===== src/rtl/uart_rx_fsm.sv =====
// UART receiver frame controller: sequences start/data/parity/stop bits and drives counters and enables.
// Optional per-error pulse outputs par_err_o/stp_err_o when UART_RX_FSM_ERR_FLAGS_EN is defined.
module uart_rx_fsm #(
   parameter int unsigned PRESCALE   = 8,
   parameter int unsigned DATA_WIDTH = 8
) (
   input  logic       CLK,
   input  logic       RST,
   input  logic       RX_IN,
   input  logic       PAR_EN,
   input  logic       strt_glitch,
   input  logic       par_err,
   input  logic       stp_err,
   output logic [4:0] edge_cnt,
   output logic [3:0] bit_cnt,
   output logic       dat_samp_en,
   output logic       deser_en,
   output logic       strt_chk_en,
   output logic       par_chk_en,
   output logic       stp_chk_en,
   output logic       data_valid
`ifdef UART_RX_FSM_ERR_FLAGS_EN
   ,
   output logic       par_err_o,
   output logic       stp_err_o
`endif
);

   localparam int unsigned EDGE_W = 5;
   localparam int unsigned BIT_W  = 4;
   localparam logic [EDGE_W-1:0] EDGE_LAST = EDGE_W'(PRESCALE - 1);
   localparam logic [BIT_W-1:0]  BIT_LAST  = BIT_W'(DATA_WIDTH);

   typedef enum logic [2:0] {
      IDLE   = 3'd0,
      START  = 3'd1,
      DATA   = 3'd2,
      PARITY = 3'd3,
      STOP   = 3'd4
   } state_e;

   state_e              state_q, state_d;
   logic [EDGE_W-1:0]   edge_q, edge_d;
   logic [BIT_W-1:0]    bit_q, bit_d;
   logic                par_en_q, par_en_d;
   logic                err_q, err_d;
   logic                bit_end;

   logic dat_samp_en_q, dat_samp_en_d;
   logic deser_en_q, deser_en_d;
   logic strt_chk_en_q, strt_chk_en_d;
   logic par_chk_en_q, par_chk_en_d;
   logic stp_chk_en_q, stp_chk_en_d;
   logic data_valid_q, data_valid_d;
`ifdef UART_RX_FSM_ERR_FLAGS_EN
   logic par_flag_q, par_flag_d;
   logic stp_flag_q, stp_flag_d;
`endif

   assign bit_end = (edge_q == EDGE_LAST);

   // State, counter and registered-output flops
   always_ff @(posedge CLK or negedge RST) begin
      if (!RST) begin
         state_q       <= IDLE;
         edge_q        <= '0;
         bit_q         <= '0;
         par_en_q      <= 1'b0;
         err_q         <= 1'b0;
         dat_samp_en_q <= 1'b0;
         deser_en_q    <= 1'b0;
         strt_chk_en_q <= 1'b0;
         par_chk_en_q  <= 1'b0;
         stp_chk_en_q  <= 1'b0;
         data_valid_q  <= 1'b0;
`ifdef UART_RX_FSM_ERR_FLAGS_EN
         par_flag_q    <= 1'b0;
         stp_flag_q    <= 1'b0;
`endif
      end else begin
         state_q       <= state_d;
         edge_q        <= edge_d;
         bit_q         <= bit_d;
         par_en_q      <= par_en_d;
         err_q         <= err_d;
         dat_samp_en_q <= dat_samp_en_d;
         deser_en_q    <= deser_en_d;
         strt_chk_en_q <= strt_chk_en_d;
         par_chk_en_q  <= par_chk_en_d;
         stp_chk_en_q  <= stp_chk_en_d;
         data_valid_q  <= data_valid_d;
`ifdef UART_RX_FSM_ERR_FLAGS_EN
         par_flag_q    <= par_flag_d;
         stp_flag_q    <= stp_flag_d;
`endif
      end
   end

   // Next state and bit timing; checker inputs are only looked at on their bit end
   always_comb begin
      state_d  = state_q;
      edge_d   = bit_end ? '0 : edge_q + EDGE_W'(1);
      bit_d    = bit_end ? bit_q + BIT_W'(1) : bit_q;
      par_en_d = par_en_q;
      err_d    = err_q;
      unique case (state_q)
         IDLE: begin
            edge_d = '0;
            bit_d  = '0;
            if (!RX_IN) begin
               state_d  = START;
               par_en_d = PAR_EN;
            end
         end
         START: begin
            if (bit_end) begin
               if (strt_glitch) begin
                  state_d = IDLE;
                  bit_d   = '0;
               end else begin
                  state_d = DATA;
               end
            end
         end
         DATA: begin
            if (bit_end && (bit_q == BIT_LAST)) begin
               state_d = par_en_q ? PARITY : STOP;
            end
         end
         PARITY: begin
            if (bit_end) begin
               err_d   = par_err;
               state_d = STOP;
            end
         end
         STOP: begin
            if (bit_end) begin
               state_d = IDLE;
               bit_d   = '0;
               err_d   = 1'b0;
            end
         end
         default: begin
            state_d = IDLE;
            edge_d  = '0;
            bit_d   = '0;
         end
      endcase
   end

   // Output decode, registered so each enable lines up with the state it describes
   always_comb begin
      dat_samp_en_d = (state_d != IDLE);
      deser_en_d    = (state_d == DATA);
      strt_chk_en_d = (state_d == START)  && (edge_d == EDGE_LAST);
      par_chk_en_d  = (state_d == PARITY) && (edge_d == EDGE_LAST);
      stp_chk_en_d  = (state_d == STOP)   && (edge_d == EDGE_LAST);
      data_valid_d  = (state_q == STOP) && bit_end && !(err_q | stp_err);
`ifdef UART_RX_FSM_ERR_FLAGS_EN
      par_flag_d    = (state_q == STOP) && bit_end && err_q;
      stp_flag_d    = (state_q == STOP) && bit_end && stp_err;
`endif
   end

   assign edge_cnt    = edge_q;
   assign bit_cnt     = bit_q;
   assign dat_samp_en = dat_samp_en_q;
   assign deser_en    = deser_en_q;
   assign strt_chk_en = strt_chk_en_q;
   assign par_chk_en  = par_chk_en_q;
   assign stp_chk_en  = stp_chk_en_q;
   assign data_valid  = data_valid_q;
`ifdef UART_RX_FSM_ERR_FLAGS_EN
   assign par_err_o   = par_flag_q;
   assign stp_err_o   = stp_flag_q;
`endif

endmodule


===== config.mk =====
export PLATFORM = sky130hd
export DESIGN_NAME = uart_rx_fsm
export DESIGN_NICKNAME = d
export VERILOG_FILES = /design/src/rtl/uart_rx_fsm.sv
export SDC_FILE = /design/constraint.sdc
export NUM_CORES = 1
export LEC_CHECK = 0
export CELL_PAD_IN_SITES_DETAIL_PLACEMENT = 0
export CELL_PAD_IN_SITES_GLOBAL_PLACEMENT = 2
export CORE_MARGIN = 2
export CORE_UTILIZATION = 31
export CTS_CLUSTER_SIZE = 16
export DETAILED_ROUTE_END_ITERATION = 8
export GPL_TIMING_DRIVEN = 0
export PLACE_DENSITY = 0.75
export SETUP_SLACK_MARGIN = 0.2
export SLEW_MARGIN = 20
export SYNTH_ARGS = -nofsm -noshare
export SYNTH_HDL_FRONTEND = slang
export SYNTH_SLANG_ARGS = --single-unit

===== constraint.sdc =====
create_clock -name CLK -period 2 [get_ports CLK]
set_clock_uncertainty 0.1 [all_clocks]
set_input_delay 0.5 -clock CLK [delete_from_list [all_inputs] [get_ports CLK]]
set_output_delay 0.5 -clock CLK [all_outputs]
set_load 0.05 [all_outputs]

# Yosys cells after proc, flatten, opt, wreduce, memory -nomap -nowiden
# Index checks and enable logic that the tools add are counted.
# totals
reg_bits	20
latchBits	0
ramBits	0
rom_bits	0
in_bits	7
out_inout_bits	15
word_cells	60
mem_count	0
# classes
n_addsub	2
n_mul	0
div	0
order_cmp	0
n_eq_ne	13
shift	0
n_mux	18
n_bitwise	2
reduce_logical	14
# ops
operator	n
3-bit 2-to-1 mux	6
4-bit 2-to-1 mux	4
3-bit case mux with 5 select lines	1
3-bit by 2-bit == test with 1-bit output, second input constant	4
4-bit case mux with 3 select lines	1
5-bit by 3-bit == test with 1-bit output, second input constant	2
5-bit 2-to-1 mux	2
3-bit by 1-bit == test with 1-bit output, second input constant	2
3-bit == test, second input constant	2
1-bit logical AND	6
5-bit by 1-bit adder with 5-bit output, second input constant	1
4-bit by 1-bit adder with 4-bit output, second input constant	1
4-bit == test, second input constant	1
2-bit != test, second input constant	2
4-bit OR reduction	1
3-bit logical NOT	1
3-bit AND reduction	1
3-bit nonzero test	1
1-bit 2-to-1 mux	2
2-bit 2-to-1 mux	1
1-bit case mux with 2 select lines	1
2-bit AND reduction	1
2-bit nonzero test	1
2-bit OR reduction	1
3 further kinds	3

# Logic depth before layout (Yosys ltp)
# Gate-level depths: netlist of run 1.
# depth
word_depth	6
mapped_depth	8
mapped_depth_nobuf	7

# Least setup slack after synthesis of run 1
# No wires, ideal clock.
# synth_timing
path_kind	register -> register
from	register edge_q[0], in the netlist edge_cnt[0]
to	register bit_q[0], in the netlist bit_cnt[0]
setup_ps	87
arrival_ps	2009
required_time_ps	1813
setup_slack_ps	-196
path_stages_with_launch	9
path_buffers	1
synth_period_minus_slack_ps	2196
cell_sequence	dfrtp_1 > ha_1 > and4bb_1 > buf_6 > inv_6 > ha_1 > nor3_1 > o21ai_0 > a22oi_1
# synth_via
elab_chain_cells	5
elab_cells_between_ends	6
classes_between	eq/ne (1); mux (5)
# synth_rtl
item	line	rtl
from (decl)	43	logic [EDGE_W-1:0] edge_q, edge_d;
from (signal assigned)	82	edge_q <= edge_d;
5-bit by 3-bit == test with 1-bit output *	60	assign bit_end = (edge_q == EDGE_LAST);
4-bit 2-to-1 mux	103	bit_d = bit_end ? bit_q + BIT_W'(1) : bit_q;
4-bit 2-to-1 mux	117	if (strt_glitch) begin
4-bit 2-to-1 mux	116	if (bit_end) begin
4-bit case mux with 3 select lines *	106	unique case (state_q)
net bit_d[0]	44	logic [BIT_W-1:0] bit_q, bit_d;
to (signal assigned)	83	bit_q <= bit_d;
to (decl)	44	
# Mark *: on every way through the listed nets, which the timed path passes. The rest lies on a longest branch.
# A chain may end at the register's enable or synchronous reset.

# Worst setup path after layout of run 1
# Ends and elaborated chain as after synthesis.

==> impl_metrics.py, run 1 <==
metrics = {
    "routing": {
        "drt_iter0_drc": 13,
        "wl_met3_um": 83,
        "firstDrtPassIters": 4,
        "routedWlPerCell_um": 13.9,
        "num_vias": 868,
        "ant_nets": 0,
        "drt-total-wl_um": 2520,
        "highest_layer": "met4",
        "met1Wirelength_um": 1240,
        "route.met2.wl_um": 1190,
        "vias_per_cell": 4.80,
        "drc_errors": 0,
    },
    "logic_synthesis": {
        "yosysUniqueCellTypes": 41,
        "synth.avg_cell_area_um2": 10.4,
        "synthSimpleGateAreaFrac_pct": 21.0,
        "synth_edf_count": 0,
        "synth.net_count": 112,
        "synth_top_family_by_area": "simple AND/OR/NAND/NOR gates",
        "synth-compound-area-share_pct": 17.1,
        "postSynthCellCount": 101,
        "synth-seq-cells": 20,
        "yosys.area.top_type_share_pct": 47.4,
        "synth_ff_type": "dfrtp_1",
        "synth_fa_ha_area_share_pct": 4.74,
        "synthesis.area_mm2": 0.00105,
        "synth.top_cells.by_area": "dfrtp_1 47%, ha_1 4.7%, nor3_1 3.3%, o41ai_4 2.6%, inv_1 2.5%",
        "synth.area.mux_share_pct": 1.07,
        "yosysWarnings": 0,
        "synthArstFlopShare_pct": 100,
        "ys_seq_area_share_pct": 47.4,
        "yosysTopAreaCell": "dfrtp_1",
        "synth_xor_area_share_pct": 2.49,
    },
    "timing": {
        "rsz0062_at_grt": "yes",
        "hold_violations": 0,
        "whs_ns": 0.467,
        "fin_crit_ns": 1.77,
        "finalSetupViolations": 0,
        "max-slew-margin-rel_pct": 41.0,
        "slew_violations": 0,
        "fmax_ghz": 0.564,
        "worst_pin_slew_ns": 0.882,
        "timing.final.ws_setup_ns": 0.227,
        "fin_crit_sh_pct": 88.7,
    },
    "clock_network": {
        "cts.sinks": 20,
        "htree_levels": 1,
        "clockBufferDepth": 2,
        "clk_pin_slew_ns": 0.13,
        "cts_buffers": 3,
        "cts_tree": "built",
        "cts_hold_buf": 0,
        "clockRootBuffer": "clkbuf_4",
        "clk_latency_ns": 0.31,
    },
    "status": {
        "status": "finished, final reports clean",
    },
    "worst_setup_path": {
        "required_ns": 2.13,
        "crit_family": "flip-flops",
        "start_kind": "register",
        "r2r-start": "edge_cnt[0]",
        "rr_worst_depth": 8,
        "cpMaxStageDelayCell": "dfrtp_2",
        "reg2reg_to": "bit_cnt[0]",
        "crit_arrival_ns": 1.90,
        "cp-startpoint": "edge_cnt[0]",
        "max_stage_delay_ns": 0.46,
        "regToRegSetupSlack_ns": 0.23,
        "path_common_cell": "ha_4",
        "crit_buf_inv": 2,
        "end_kind": "register",
        "crit_chain": "ha_4 -> and4bb_1 -> buf_6 -> inv_8 -> ha_4 -> nor3_2 -> o21ai_1 -> a22oi_1",
        "cp_max_fo": 6,
        "critPathKind": "register to register",
    },
    "min_path": {
        "hold_class": "register to register",
        "min_to": "bit_cnt[3]",
        "min_from": "bit_cnt[3]",
        "hold_path_depth": 1,
    },
    "global_route": {
        "grt_pass1_vias": 897,
        "overflow": 0,
        "grt_pass1_wl_um": 4250,
        "antenna_found_initial": 0,
        "grt_use_total_pct": 13.7,
        "grt_max_degree": 21,
    },
    "die": {
        "rows": 21,
        "pin_count": 22,
        "die-area_mm2": 0.00389,
        "core-area_mm2": 0.00331,
        "fp.dieW_um": 62.3,
        "start_util_pct": 31.9,
        "die_h_um": 62.3,
    },
    "placement": {
        "gp_congestion": 0.714,
        "hpwl_um": 1660,
        "portBuffers": 21,
        "dp_slack_ns": -0.0508,
    },
    "layout": {
        "nets": 147,
        "antenna_cells": 0,
        "mostFrequentLayoutCell": "dfrtp_1",
        "mostFrequentLayoutCells": "14 x dfrtp_1, 9 x buf_4",
        "final_util_pct": 47.2,
        "syn2layout_area_growth_pct": 48.0,
        "final_layout_size_suffix_gt1_share_pct": 38.5,
    },
    "power": {
        "ir_drop_mv": 0.557,
        "power_leakage_uw": 0.000674,
        "finalPower_uw": 2390,
        "power_density_mw_per_mm2": 1530,
    },
    "job": {
        "cap_violations": 0,
    },
}
## routing by layer
metal,vias to the layer above,global-route usage (%)
met4,0,4.17
li1,432,-
met1,414,18.5
met5,-,0
met3,2,2.54
met2,20,22.3
## final cells by class
| type | count | area (µm²) |
|---|---|---|
| Fill cell | 329 | 1750 |
| Buffer | 5 | 33.8 |
| Clock inverter | 1 | 30.0 |
| Sequential cell | 20 | 508 |
| Clock buffer | 3 | 22.5 |
| Timing Repair Buffer | 30 | 264 |
| Inverter | 8 | 37.5 |
| Multi-Input combinational cell | 68 | 608 |
| Tap cell | 46 | 57.6 |
## cell families after synthesis
kind of cell / after synthesis
AO/OA/AOI/OAI: 21
adder cells (fa/ha/maj): 4
multiplexers: 1
AND/OR/NAND/NOR: 39
buffers and inverters: 13
XOR/XNOR: 3
flip-flops: 20
## per-stage QoR
stage                     TNS (ns)  cell area [µm²]  cells
after global routing             0             1560    181
after global placement      -0.113             1370    168
final                            0             1560    181
after detailed placement    -0.123             1370    168
after CTS                        0             1480    179
after floorplan                  0             1100    101
## worst register-to-register path, stage by stage, from the launching register on
cell      delay, ns
dfrtp_2        0.46
ha_4           0.17
and4bb_1       0.20
buf_6          0.15
inv_8          0.08
ha_4           0.20
nor3_2         0.10
o21ai_1        0.08
a22oi_1        0.15
## power by group
part           total (µW)  internal, µW  switching (µW)
clock                 344           202             141
sequential            672           543             129
combinational        1370           554             818
total                2390          1300            1090
## timing repair
action                                 in CTS  in global routing
resized for setup                          33                 28
setup buffers                               7                  2
pin swaps                                   3                  3
endpoints found under the hold margin       0                  0
setup endpoints to repair                  23                 18
## worst max-delay path by stage
stage	depth (start not counted)	end	slack, ns
floorplan	8	bit_cnt[0]	0.11
global placement	3	par_en_q	-0.06
detailed placement	3	par_en_q	-0.05
CTS	1	bit_cnt[2]	0.06
global route	8	bit_cnt[0]	0.11
finish	8	bit_cnt[0]	0.23
## Yosys cell counts (2+ instances only)
| cell type | n |
|---|---|
| a31oi_1 | 4 |
| inv_1 | 7 |
| nor3_1 | 7 |
| o21ai_0 | 4 |
| dfrtp_1 | 20 |
| a21oi_1 | 2 |
| nor2_1 | 5 |
| nand2b_1 | 4 |
| nor4_1 | 2 |
| nand3_1 | 4 |
| nor2b_1 | 2 |
| clkbuf_1 | 2 |
| ha_1 | 4 |
| nand2_1 | 6 |
| xor2_1 | 2 |
## sequential cells by signal, summed over array words and instances (netlist names)
name / cells
edge_cnt: 5
bit_cnt: 4
stp_chk_en: 1
par_chk_en: 1
deser_en: 1
par_en_q: 1
strt_chk_en: 1
dat_samp_en: 1
state_q: 3
data_valid: 1
err_q: 1
No activity file was read; power rests on OpenSTA's default activity.
==> run 2, diff against run 1 <==
--- a/config.mk
+++ b/config.mk
@@ -14,6 +14,7 @@
 export GPL_TIMING_DRIVEN = 0
 export PLACE_DENSITY = 0.75
 export SETUP_SLACK_MARGIN = 0.2
+export SKIP_LAST_GASP = 1
 export SLEW_MARGIN = 20
 export SYNTH_ARGS = -nofsm -noshare
 export SYNTH_HDL_FRONTEND = slang
==> results of run 2 <==
Same layout as run 1: the final DEF is identical, and so are final timing and power.
